`config.mk`:
```
export PLATFORM = sky130hd
export DESIGN_NAME = apb4_ahb3_bridge
export DESIGN_NICKNAME = d
export VERILOG_FILES = /design/src/rtl/apb4_ahb3_bridge.sv
export SDC_FILE = /design/constraint.sdc
export NUM_CORES = 1
export LEC_CHECK = 0
export BUFFER_PORTS_ARGS = -buffer_cell sky130_fd_sc_hd__buf_4
export CAP_MARGIN = 20
export CORE_MARGIN = 2
export CORE_UTILIZATION = 47
export CTS_CLUSTER_DIAMETER = 30
export DETAILED_ROUTE_END_ITERATION = 8
export PLACE_DENSITY = 0.87
export SKIP_LAST_GASP = 1
export SYNTH_ARGS = -nofsm -noshare
export SYNTH_HDL_FRONTEND = slang
export SYNTH_SLANG_ARGS = --single-unit
```
`constraint.sdc`:
```
create_clock -name CLK -period 2.2 [get_ports CLK]
set_input_delay 0.44 -clock CLK [delete_from_list [all_inputs] [get_ports CLK]]
set_output_delay 0.44 -clock CLK [all_outputs]
set_load 0.03 [all_outputs]
```
`src/rtl/apb4_ahb3_bridge.sv`:
```
// APB4 slave to AHB3-lite master bridge: each APB access becomes at most one AHB SINGLE transfer.
// Write size and HADDR[1:0] are derived from PSTRB; illegal strobe patterns answer with PSLVERR.
module apb4_ahb3_bridge #(
  parameter int unsigned PADDR_SIZE = 16,
  parameter int unsigned HADDR_SIZE = 32,
  parameter logic [HADDR_SIZE-1:0] AHB_BASE = 32'h4000_0000
) (
  input  logic                  CLK,
  input  logic                  RESET,
  // APB4 slave
  input  logic                  PSEL,
  input  logic                  PENABLE,
  input  logic                  PWRITE,
  input  logic [2:0]            PPROT,
  input  logic [3:0]            PSTRB,
  input  logic [PADDR_SIZE-1:0] PADDR,
  input  logic [31:0]           PWDATA,
  output logic [31:0]           PRDATA,
  output logic                  PREADY,
  output logic                  PSLVERR,
  // AHB3-lite master
  output logic [HADDR_SIZE-1:0] HADDR,
  output logic [31:0]           HWDATA,
  input  logic [31:0]           HRDATA,
  output logic                  HWRITE,
  output logic [2:0]            HSIZE,
  output logic [2:0]            HBURST,
  output logic [3:0]            HPROT,
  output logic [1:0]            HTRANS,
  output logic                  HMASTLOCK,
  input  logic                  HREADY,
  input  logic                  HRESP
);

  localparam logic [1:0] TransIdle   = 2'b00;
  localparam logic [1:0] TransNonseq = 2'b10;

  typedef enum logic [1:0] {StIdle, StAddr, StData, StResp} state_t;

  state_t      state_q;
  logic [31:0] pwdata_q;
  logic        err_q;

  logic [2:0]  size;
  logic [1:0]  addr_lo;
  logic        strb_legal;
  logic        unused_bits;

  assign HBURST      = 3'b000;
  assign HMASTLOCK   = 1'b0;
  assign unused_bits = ^{PPROT[1], PADDR[1:0]};

  // Reads always move a full word; writes size themselves from the byte strobes.
  always_comb begin
    size       = 3'd2;
    addr_lo    = 2'b00;
    strb_legal = 1'b1;
    if (PWRITE) begin
      case (PSTRB)
        4'b1111: ;
        4'b0011: size = 3'd1;
        4'b1100: begin size = 3'd1; addr_lo = 2'b10; end
        4'b0001: begin size = 3'd0; addr_lo = 2'b00; end
        4'b0010: begin size = 3'd0; addr_lo = 2'b01; end
        4'b0100: begin size = 3'd0; addr_lo = 2'b10; end
        4'b1000: begin size = 3'd0; addr_lo = 2'b11; end
        default: strb_legal = 1'b0;
      endcase
    end
  end

  always_ff @(posedge CLK) begin
    if (RESET) begin
      state_q  <= StIdle;
      HTRANS   <= TransIdle;
      HADDR    <= '0;
      HWRITE   <= 1'b0;
      HSIZE    <= 3'd0;
      HPROT    <= 4'd0;
      HWDATA   <= 32'd0;
      PRDATA   <= 32'd0;
      PREADY   <= 1'b0;
      PSLVERR  <= 1'b0;
      pwdata_q <= 32'd0;
      err_q    <= 1'b0;
    end else begin
      case (state_q)
        StIdle: begin
          PREADY  <= 1'b0;
          PSLVERR <= 1'b0;
          PRDATA  <= 32'd0;
          // Only a genuine setup phase starts a transfer; PSEL with PENABLE here is ignored.
          if (PSEL && !PENABLE) begin
            HWRITE   <= PWRITE;
            HADDR    <= {AHB_BASE[HADDR_SIZE-1:PADDR_SIZE], PADDR[PADDR_SIZE-1:2], addr_lo};
            HSIZE    <= size;
            HPROT    <= {2'b00, PPROT[0], ~PPROT[2]};
            pwdata_q <= PWDATA;
            err_q    <= 1'b0;
            if (strb_legal) begin
              HTRANS  <= TransNonseq;
              state_q <= StAddr;
            end else begin
              PREADY  <= 1'b1;
              PSLVERR <= 1'b1;
              state_q <= StResp;
            end
          end
        end
        StAddr: begin
          if (HREADY) begin
            HTRANS  <= TransIdle;
            HWDATA  <= pwdata_q;
            state_q <= StData;
          end
        end
        StData: begin
          // An error seen in the first (wait) cycle of a two-cycle response must stick.
          err_q <= err_q | HRESP;
          if (HREADY) begin
            PREADY  <= 1'b1;
            PSLVERR <= err_q | HRESP;
            PRDATA  <= (!HWRITE && !(err_q | HRESP)) ? HRDATA : 32'd0;
            state_q <= StResp;
          end
        end
        StResp: begin
          PREADY  <= 1'b0;
          PSLVERR <= 1'b0;
          PRDATA  <= 32'd0;
          state_q <= StIdle;
        end
        default: state_q <= StIdle;
      endcase
    end
  end

endmodule

```
Word-level counts from Yosys, hierarchy flattened
Cells that the tools add are included.
Widths: inputs -> output; s select.
{"block": "classes", "reduce_logical": 22, "eq_ne": 14, "muxes": 26, "n_bitwise": 2}
{"operator": "$mux 32", "n": 2}
{"operator": "$pmux 32 s2", "n": 1}
{"operator": "$mux 2", "n": 9}
{"operator": "$eq 4x4->1 const B", "n": 3}
{"operator": "$reduce_and 2->1", "n": 5}
{"operator": "$eq 4x2->1 const B", "n": 2}
{"operator": "$ne 2x2->1 const B", "n": 4}
{"operator": "$pmux 2 s2", "n": 2}
{"operator": "$pmux 2 s4", "n": 1}
{"operator": "$mux 1", "n": 7}
{"operator": "$reduce_or 7->1", "n": 1}
{"operator": "$pmux 1 s3", "n": 2}
{"operator": "$pmux 2 s3", "n": 1}
{"operator": "$reduce_bool 2->1", "n": 3}
{"operator": "$reduce_or 2->1", "n": 3}
{"operator": "$eq 2x2->1 const B", "n": 2}
{"operator": "$eq 4x1->1 const B", "n": 1}
{"operator": "$eq 4x3->1 const B", "n": 1}
{"operator": "$reduce_and 4->1", "n": 1}
{"operator": "$reduce_or 4->1", "n": 1}
{"operator": "$logic_not 1->1", "n": 3}
{"operator": "$reduce_and 3->1", "n": 1}
{"operator": "$reduce_bool 3->1", "n": 1}
{"operator": "$eq 2x1->1 const B", "n": 1}
{"operator": "other kinds (5)", "n": 6}
{"block": "totals", "out_inout_bits": 112, "reg_bits": 126, "input_bits": 94}

Longest topological paths before layout
Gate-level depths: netlist of run 1.
{"block": "depth", "ltp_word": 7, "mapped_depth": 8}

Worst setup path before layout of run 1
No wires, ideal clock.
{"block": "synth_path", "path_kind": "flip-flop to flip-flop", "startpoint": "register state_q[0]", "endpoint": "register PRDATA[1]", "n_path_buf": 2, "arrival_ps": 1478, "path_slack_ps": 657, "synth_period_minus_slack_ps": 1543, "path_stages_with_launch": 9, "setup_time_ps": 65, "cell_sequence": "dfxtp_1 > inv_1 > ha_1 > buf_4 > nand4bb_2 > nor3b_4 > buf_6 > a22oi_2 > nor2_2"}
{"block": "synth_via", "elab_chain_cells": 4, "word_cells_on_any_way": 8, "classes_between": "eq/ne (3); mux (1); reduce/logical (4)"}
{"element": "start, declared", "line_no": "40", "text": "state_t state_q;"}
{"element": "start signal, assigned", "line_no": "74", "text": "state_q <= StIdle;"}
{"element": "start signal, assigned", "line_no": "102", "text": "state_q <= StAddr;"}
{"element": "start signal, assigned", "line_no": "106", "text": "state_q <= StResp;"}
{"element": "$eq 2x2->1 / $logic_not 2->1 (equally long branches)", "line_no": "87", "text": "case (state_q)"}
{"element": "$reduce_or 2->1 (no line)"}
{"element": "$reduce_bool 2->1 (no line)"}
{"element": "$reduce_and 2->1 (no line)"}
{"element": "end signal, assigned", "line_no": "123", "text": "PRDATA <= (!HWRITE && !(err_q | HRESP)) ? HRDATA : 32'd0;"}
{"element": "end, declared", "line_no": "18", "text": "output logic [31:0] PRDATA,"}
Several ways; a longest one is shown, not always the timed one.
A chain may end at the register's enable or synchronous reset.

Worst setup path in the final report of run 1
{"block": "layout_path", "startpoint": "register state_q[0]", "endpoint": "register PRDATA[25]"}
The elaborated chain is that of the path after synthesis.

==> results by group, run 1 <==
Yosys
  – Simple-Gate Fraction of Synth Area: 20.45%
  – Top-count cell post-synth: nand2_1
  – Post-Synth Adder-Cell Area: roughly 1.0%
  – Library cells used by synthesis: 45
  – Mapped cell area: 0.004778 mm²
  – Xor and xnor area share after synthesis: 0.3666%
  – Synth Area in Compound Gates: between 10% and 20%
  – Post-synthesis register bit count: 124
  – Main combinational cell family by area after synthesis: simple AND/OR/NAND/NOR gates
  – Cells after Synth: about 570
  – Most used DFF post-synth: dfxtp_1
  – Top cells by area, synth: dfxtp_1 52%, nand2_1 13%, a21oi_1 9.0%, buf_4 3.8%, a22oi_1 3.5%
  – Async SR Flop Fraction: 0%
  – Mux contribution to synthesized area: less than 1%
  – Sequential element share of the synthesized area: 51.95%
  – Top cell type's share of synthesized area: just over 50%
  – Yosys Warn Count: 0
  – Yosys top cell by area: dfxtp_1
  – Synthesized area per cell: 8.442 µm²
  – Post-synth top cells: 169 x nand2_1, 124 x dfxtp_1, 86 x a21oi_1
  – Number of flops mapped to enable cells by yosys: 0

Global route
  – Busiest layer in global routing: met2
  – Vias in the first global route: 4244
  – Pin count of the biggest net entering global routing: 55
  – First-pass GRT wire length: 20150 µm
  – Total congestion overflow: 0
  – M2 GR Usage: 40.21%
  – Initial antenna violation count: 0
  – GRT Overall Usage: between 20% and 30%
  – GR Layer Usage met3: 7.174%
  – GR Layer Usage met1: 25.10%

Placed design
  – Routability cong.: between 0.7 and 0.8
  – Pre-CTS worst setup slack: roughly 260 ps
  – IO buf count: 179
  – DP Cell Count: 848
  – Dpl hpwl: 8633 µm

Pwr
  – P per Cell Area: between 1000 and 1500 mW/mm²
  – Max VDD drop: 891.5 µV
  – Leak Pwr: 0.002831 µW

Timing
  – Post-layout min period: a little under 2000 ps
  – Worst clock skew: 6.368 ps
  – Peak Freq: 0.5082 GHz
  – Pins over their slew limit: 0
  – Pin slew with the least headroom to its limit: about 570 ps
  – Hold Vio Cnt, Final: 0
  – Final worst slack: approximately 230 ps
  – Max_slew headroom: 62.16%
  – Final period utilization: 89.44%
  – Final setup violation count: 0
  – Setup TNS: 0 ps
  – Unrepaired setup endpoints after global routing: no

Floorplan
  – Top-Level Pins: 206
  – Rows: 36
  – Die width: 104.8 µm
  – Starting Density: 48.66%
  – Die H: 104.8 µm
  – Core area: ~0.0098 mm²
  – Die area: ~0.011 mm²

Flow run
  – Max Cap Violations: 0

Finish
  – Area growth syn-to-layout: 40.64%
  – Nets@finish: 832
  – Antenna diodes: 0
  – Final Util: 68.44%
  – Layout Cells excl Fill: 879
  – Proportion of layout cells with a drive suffix above 1: 32.71%

Clock tree
  – H-tree Lvls: 4
  – Max clock buf depth: 2
  – Root buffer cell: clkbuf_8
  – Total CTS buffers: 17
  – Clock sink total: 124
  – CTS tree: built
  – CTS resizes: 0
  – Worst skew pair latency: 510 ps
  – CTS hold repair buffers: 0
  – Post-CTS Repair Setup Buffers: 0
  – CTS clock-pin slew for the worst setup and hold paths: 60 ps

Setup path
  – Cells along the critical path: inv_1, ha_1, nand4bb_2, nor3b_4, buf_4, a22oi_1, nor2_1
  – Crit path capture type: flip-flop
  – Reg-to-reg slack, setup: 230 ps
  – CP top delay family: simple AND/OR/NAND/NOR gates
  – Worst path slowest cell: buf_4
  – Buffer and inverter count on the worst path: 2
  – Slowest Stage Delay on Critical Path: 380 ps
  – Setup crit start kind: flip-flop
  – Crit Path Max Fanout: 32
  – Kind of critical path: flip-flop to flip-flop
  – Data arrival, critical path: 2410 ps
  – Req. time, crit path: between 2000 and 3000 ps

Status
  – Status: finished, final reports clean

Detailed routing
  – Drt first pass iters: 5
  – Final WL: 12550 µm
  – Wirelength per Cell: 14.27 µm
  – Vias per cell: ~5.0
  – Remaining DRCs: 0
  – Initial DRC count: 250
  – Vias post-DR: around 4400
  – Routed Antenna Nets: 0

Min path
  – Worst Hold Class: input port to flip-flop
metal layers:
metal  up-vias  share of wire (%)
li1       2168                  -
met1      2066                 39
met2       159                 52
met3        27                6.8
met4         0                2.6
met5         -                  0
state kept, by name, indices dropped and copies added (netlist names), 2 cells and up:
register / cells
HADDR: 17
HPROT: 2
HSIZE: 2
HWDATA: 32
PRDATA: 32
pwdata_q: 32
state_q: 2
power breakdown:
part | switching [µW] | total [µW] | internal [µW]
combinational | 988 | 1520 | 533
clock | 941 | 2830 | 1890
sequential | 97.8 | 2500 | 2410
total | 2030 | 6850 | 4830
path summary, 6_finish.rpt:
path / start / end / cells after the start
hold / removal: PPROT[2] / HPROT[0] / 2
setup reg to reg: state_q[0] / PRDATA[25] / 7
setup / recovery: state_q[0] / PRDATA[25] / 7
hold reg to reg: pwdata_q[25] / HWDATA[25] / 2
stage by stage:
step	area, µm²	total power, µW	hold slack [ps]
floorplan	4861	3618	432.2
finish	6720	6852	115.7
global placement	6123	3998	436.2
detailed placement	6123	4061	441.1
global route	6720	7138	107.4
CTS	6720	6879	96.24
cell type report:
type,instances,area (µm²)
tap,133,166.4
inverter,5,18.77
timing repair buffer,189,1456
sequential,124,2482
clock inverter,8,140.1
fill,794,3099
clock buffer,23,456.7
multi-input combinational,397,1999
logic make-up (layout without fill, tap and decap cells):
kind of cell | count (synthesis) | in the layout
AO/OA/AOI/OAI | 134 | 134
XOR/XNOR | 2 | 2
adder cells (fa/ha/maj) | 4 | 4
buffers and inverters | 67 | 225
flip-flops | 124 | 124
multiplexers | 1 | 1
other | 1 | 23
AND/OR/NAND/NOR | 233 | 233
worst register-to-register path: stages, from the launching register on:
cell	delay, ps
dfxtp_1	350
inv_1	100
ha_1	340
nand4bb_2	200
nor3b_4	220
buf_4	380
a22oi_1	170
nor2_1	130
layout by cell type, fill, tap and decap left out, types with 2 or more instances in the layout:
| cell type | instances |
|---|---|
| clkbuf_1 | 4 |
| nand2_1 | 168 |
| buf_12 | 3 |
| clkinv_2 | 4 |
| dfxtp_1 | 124 |
| a211oi_1 | 2 |
| a21oi_1 | 85 |
| nor2_1 | 34 |
| bufinv_16 | 4 |
| clkbuf_16 | 16 |
| nand2b_1 | 2 |
| and3_1 | 2 |
| nor2_2 | 10 |
| ha_1 | 4 |
| buf_4 | 186 |
| o21ai_0 | 2 |
| a22oi_1 | 22 |
| a22oi_2 | 10 |
| a2bb2oi_1 | 2 |
| clkbuf_8 | 3 |
| nor3_1 | 3 |
| conb_1 | 23 |
| nand3_1 | 2 |
| inv_1 | 5 |
| xnor2_1 | 2 |
Power figures use the tool's default switching activity.
==> inputs of run 2 (changes only) <==
--- a/config.mk
+++ b/config.mk
@@ -12,6 +12,7 @@
 export CTS_CLUSTER_DIAMETER = 30
 export DETAILED_ROUTE_END_ITERATION = 8
 export PLACE_DENSITY = 0.87
+export RECOVER_POWER = 100
 export SKIP_LAST_GASP = 1
 export SYNTH_ARGS = -nofsm -noshare
 export SYNTH_HDL_FRONTEND = slang
==> run 2 against run 1 <==
Design area is 5.8% lower. Power shrank 1.8%. Die area is the same. Largest power group unchanged. Critical path type unchanged. Worst setup slack lost 22 ps. Via count down 0.84%. Non-clock buffer count stayed put. Highest routed layer unchanged.
==> results by group, run 2 (same netlist as run 1, synthesis figures left out) <==
Timing
  – Peak Freq: 0.5026 GHz
  – Final setup violation count: 0
  – Max_slew headroom: 54.53%
  – Worst clock skew: 6.089 ps
  – Final period utilization: 90.45%
  – Pin slew with the least headroom to its limit: between 600 and 700 ps
  – Hold Vio Cnt, Final: 0
  – Unrepaired setup endpoints after global routing: no
  – Setup TNS: 0 ps
  – Post-layout min period: 1990 ps
  – Pins over their slew limit: 0

Setup path
  – Cells along the critical path: inv_1, ha_1, nand4bb_2, nor3b_4, clkbuf_4, a22oi_1, nor2_2
  – Data arrival, critical path: roughly 2400 ps
  – Setup crit start kind: flip-flop
  – R2r startpoint: state_q[0]
  – CP top delay family: simple AND/OR/NAND/NOR gates
  – Crit Path Max Fanout: 32
  – Kind of critical path: flip-flop to flip-flop
  – Crit path capture type: flip-flop
  – Slowest Stage Delay on Critical Path: 400 ps
  – Buffer and inverter count on the worst path: 2
  – Req. time, crit path: 2640 ps
  – Worst setup path startpoint: state_q[0]
  – Worst path slowest cell: clkbuf_4

Finish
  – Area growth syn-to-layout: 32.50%
  – Most common cell after layout, fill and taps aside: nand2_1
  – Proportion of layout cells with a drive suffix above 1: 19.44%
  – Fillers: 888
  – Final Util: 64.48%
  – Commonest cells after routing, fill and taps aside: 168 x nand2_1, 124 x dfxtp_1, 94 x buf_4, 93 x clkbuf_1, 85 x a21oi_1
  – Design Area, Final: 0.006331 mm²
  – Antenna diodes: 0
  – Nets@finish: ~830
  – Biggest regs: HWDATA (32), PRDATA (32), pwdata_q (32)
  – Layout Cells excl Fill: slightly below 900

Clock tree
  – CTS clock-pin slew for the worst setup and hold paths: ~60 ps
  – Post-CTS Repair Setup Buffers: 0
  – Total CTS buffers: 17
  – Root buffer cell: clkbuf_8
  – CTS resizes: 0
  – CTS tree: built
  – Clock sink total: 124
  – CTS hold repair buffers: 0
  – Worst skew pair latency: 510 ps
  – H-tree Lvls: 4
  – Max clock buf depth: 2

Min path
  – Worst Hold Class: input port to flip-flop
  – Hold_sp: PPROT[2]

Global route
  – Initial antenna violation count: 0
  – GRT Overall Usage: about 23%
  – First-pass GRT wire length: 20150 µm
  – Vias in the first global route: 4244
  – Total congestion overflow: 0
  – Pin count of the biggest net entering global routing: 55

Detailed routing
  – Final WL: 12600 µm
  – Wirelength per Cell: about 14 µm
  – Vias per cell: between 4 and 5
  – Routed Antenna Nets: 0
  – Initial DRC count: 250
  – Vias post-DR: 4383
  – Remaining DRCs: 0
  – Drt first pass iters: 5

Flow run
  – Max Cap Violations: 0

Floorplan
  – Die area: 0.01099 mm²
  – Die H: 104.8 µm
  – Starting Density: about half
  – Rows: 36
  – Top-Level Pins: 206
  – Die width: 104.8 µm
  – Core area: 0.009819 mm²

Status
  – Status: finished, final reports clean

Pwr
  – Max VDD drop: 844.2 µV
  – P per Cell Area: around 1100 mW/mm²
  – Leak Pwr: 0.002445 µW

Placed design
  – Dpl hpwl: 8633 µm
  – DP Cell Count: between 800 and 900
  – Routability cong.: between 0.7 and 0.8
  – Placed inst area: around 0.0061 mm²
  – IO buf count: 179
[run 2: final cells by class]
class                      instances  area, µm²  share of cell area [%]
clock inverter                     8      140.1                   2.213
timing repair buffer             189       1117                   17.65
multi-input combinational        397       1949                   30.79
tap                              133      166.4                   2.628
inverter                           5      18.77                  0.2964
sequential                       124       2482                   39.21
clock buffer                      23      456.7                   7.213
[run 2: worst paths after layout]
path,endpoint,slack [ps],depth (start not counted)
max,PRDATA[4],210,7
min,HPROT[0],120,2
max reg2reg,PRDATA[4],210,7
min reg2reg,HWDATA[27],450,2
[run 2: worst reg2reg max path, delay by kind of cell (launching register included)]
| kind | cells | cell delay [ps] |
|---|---|---|
| buffers and inverters | 2 | 500 |
| AO/OA/AOI/OAI | 1 | 200 |
| flip-flops | 1 | 350 |
| adder cells (fa/ha/maj) | 1 | 340 |
| AND/OR/NAND/NOR | 3 | 550 |
[run 2: power breakdown]
| part | total [µW] | leakage [µW] | switching [µW] | internal (µW) |
|---|---|---|---|---|
| Combinational | 1410 | 0.00115 | 960 | 449 |
| Clock | 2820 | 0.000296 | 934 | 1890 |
| Sequential | 2500 | 0.00100 | 95.2 | 2410 |
[run 2: routing by layer]
metal,global-route usage (%),share of wire [%],vias to the layer above,wire length (µm)
li1,-,-,2169,-
met1,25.10,39,2046,4975
met2,40.21,52,144,6540
met3,7.174,6.1,24,772
met4,9.714,2.4,0,308
met5,0,0,-,0
[run 2: stage by stage]
stage	setup WS [ps]	power (µW)	hold WS [ps]
finish	210.2	6730	116.9
global route	73.39	7019	107.4
CTS	231.7	6879	96.24
detailed placement	256.0	4061	441.1
global placement	419.4	3998	436.2
floorplan	656.8	3618	432.2
==> inputs of run 3 (changes only) <==
--- a/config.mk
+++ b/config.mk
@@ -11,7 +11,7 @@
 export CORE_UTILIZATION = 47
 export CTS_CLUSTER_DIAMETER = 30
 export DETAILED_ROUTE_END_ITERATION = 8
-export PLACE_DENSITY = 0.87
+export PLACE_DENSITY = 0.8
 export RECOVER_POWER = 100
 export SKIP_LAST_GASP = 1
 export SYNTH_ARGS = -nofsm -noshare
==> run 3 against run 2 <==
Fmax grew 7.0%. Highest routed layer unchanged. Cell count grew 0.34%. Critical endpoint is now HPROT[0]. Global-route usage shrank 0.70 points. Critical path type unchanged. Sequential cell count is the same. Worst setup slack gained 130 ps. Die area is the same. Design area grew 0.75%.
==> results by group, run 3 (same netlist as run 1, synthesis figures left out) <==
Setup path
  – Req. time, crit path: 2620 ps
  – R2r startpoint: state_q[0]
  – Reg-to-reg slack, setup: roughly 340 ps
  – Worst setup path startpoint: state_q[0]
  – Slowest Stage Delay on Critical Path: 420 ps
  – Setup crit start kind: flip-flop
  – Crit Path Max Fanout: 13
  – CP top delay family: simple AND/OR/NAND/NOR gates
  – Crit path capture: HPROT[0]
  – Worst r2r path cells: 6
  – Worst path slowest cell: and3b_2
  – Buffer and inverter count on the worst path: 2
  – Crit path depth: 6
  – Data arrival, critical path: 2280 ps
  – Kind of critical path: flip-flop to flip-flop
  – Cells along the critical path: inv_1, ha_1, and3b_2, clkbuf_2, nor2_1, a211oi_1
  – Crit path capture type: flip-flop
  – FF-to-FF End: HPROT[0]

Detailed routing
  – Routed Antenna Nets: 0
  – Initial DRC count: 203
  – Vias post-DR: 4396
  – Met3 wire len: ~800 µm
  – Wirelength per Cell: 13.91 µm
  – Post-Route M1 WL: 5011 µm
  – Drt first pass iters: 5
  – Met2 WL: approximately 6100 µm
  – Max Used Layer: met4
  – Remaining DRCs: 0
  – Vias per cell: around 5
  – Final WL: 12270 µm

Pwr
  – Max VDD drop: 586.5 µV
  – P per Cell Area: between 1000 and 1500 mW/mm²
  – Comb pwr share: ~21%
  – Sw Pwr: approximately 2000 µW
  – Sw frac: 29.59%
  – Tot Pwr: 6797 µW
  – Seq pwr share: between 30 and 40%
  – Clock network power share: a little over two fifths
  – Leak Pwr: 0.002463 µW
  – Power Internal: around 4800 µW

Finish
  – Most common cell after layout, fill and taps aside: nand2_1
  – Nets@finish: 834
  – Proportion of layout cells with a drive suffix above 1: ~20%
  – Biggest regs: HWDATA (32), PRDATA (32), pwdata_q (32)
  – Layout Cells excl Fill: 882
  – Antenna diodes: 0
  – Area growth syn-to-layout: 33.49%
  – Multi-input gate area: 0.001941 mm²
  – Fillers: 925
  – Commonest cells after routing, fill and taps aside: 169 x nand2_1, 124 x dfxtp_1, 96 x buf_4, 91 x clkbuf_1, 85 x a21oi_1
  – Sequential Area: 0.002482 mm²

Placed design
  – IO buf count: between 150 and 200
  – Routability cong.: slightly below 0.9
  – DP Cell Count: 850
  – Dpl hpwl: 8445 µm

Floorplan
  – Die H: 104.8 µm
  – Starting Density: 48.66%
  – Core area: 0.009819 mm²
  – Die width: 104.8 µm
  – Rows: 36
  – Top-Level Pins: 206
  – Die area: 0.01099 mm²

Clock tree
  – CTS resizes: 0
  – H-tree Lvls: 4
  – CTS hold repair buffers: 0
  – Worst skew pair latency: 510 ps
  – CTS tree: built
  – CTS clock-pin slew for the worst setup and hold paths: about 60 ps
  – Max clock buf depth: 2
  – Root buffer cell: clkbuf_8
  – Total CTS buffers: 17
  – Clock sink total: 124
  – Post-CTS Repair Setup Buffers: 0

Global route
  – Initial antenna violation count: 0
  – Total congestion overflow: 0
  – Pin count of the biggest net entering global routing: 58
  – Vias in the first global route: 4223
  – GRT Overall Usage: 22.08%
  – First-pass GRT wire length: 19700 µm

Timing
  – Hold Vio Cnt, Final: 0
  – Pin slew with the least headroom to its limit: 697.7 ps
  – Unrepaired setup endpoints after global routing: no
  – Final setup violation count: 0
  – Post-layout min period: between 1500 and 2000 ps
  – Peak Freq: 0.5378 GHz
  – Worst clock skew: 5.658 ps
  – Final period utilization: a little over four fifths
  – Pins over their slew limit: 0
  – Max_slew headroom: 53.49%
  – Setup TNS: 0 ps

Min path
  – Worst Hold Class: input port to flip-flop
  – Worst Hold Path Cells: 2

Status
  – Status: finished, final reports clean

Flow run
  – Max Cap Violations: 0
## run 3: cell count changes in the layout (fill, tap and decap cells not counted), sizes merged
| cell | delta |
|---|---|
| clkinvlp | +2 |
| clkbuf | -2 |
| buf | +3 |
## run 3: worst reg2reg max path, cell delays in order, from the launching register on
cell	delay, ps
dfxtp_1	350
inv_1	90
ha_1	340
and3b_2	420
clkbuf_2	320
nor2_1	70
a211oi_1	190
## run 3: worst min path at each step
stage	slack, ps	to	start
after floorplan	430	HWDATA[1]	pwdata_q[1]
after global placement	440	HWDATA[27]	pwdata_q[27]
after detailed placement	450	pwdata_q[21]	pwdata_q[21]
after CTS	90	HPROT[0]	PPROT[2]
after global routing	100	HPROT[0]	PPROT[2]
final	110	HPROT[0]	PPROT[2]
## run 3: area by class of cell
type	instances	area share [%]
clock buffers	22	7.258
clock inverters	10	2.550
inverters	5	0.2942
multi-input cells	397	30.42
flip-flops and latches	124	38.92
well taps	133	2.609
repair buffers	191	17.95
## run 3: through the flow
step           hold WS (ps)  instance area (µm²)  setup WS [ps]  util [%]
3_5_place_dp          446.5                 6151          424.4     62.64
2_1_floorplan         432.2                 4861          656.8         -
4_1_cts               88.42                 6777          412.8     69.01
5_1_grt               101.3                 6379          181.7     64.96
3_3_place_gp          436.6                 6151          494.3     62.64
6_report              109.8                 6379          340.6     64.96
## run 3: power by group through the flow
stage               Combinational, µW  Sequential, µW  Clock, µW
CTS                              1530            2500       2940
global route                     1540            2510       3030
detailed placement               1520            2550          0
global placement                 1480            2530          0
floorplan                         928            2690          0
finish                           1410            2500       2890
## run 3: routing by layer
layer	track usage, %	vias up
met5	0	-
met1	25.78	2013
met3	5.614	30
met2	37.66	179
met4	10.67	0
li1	-	2174
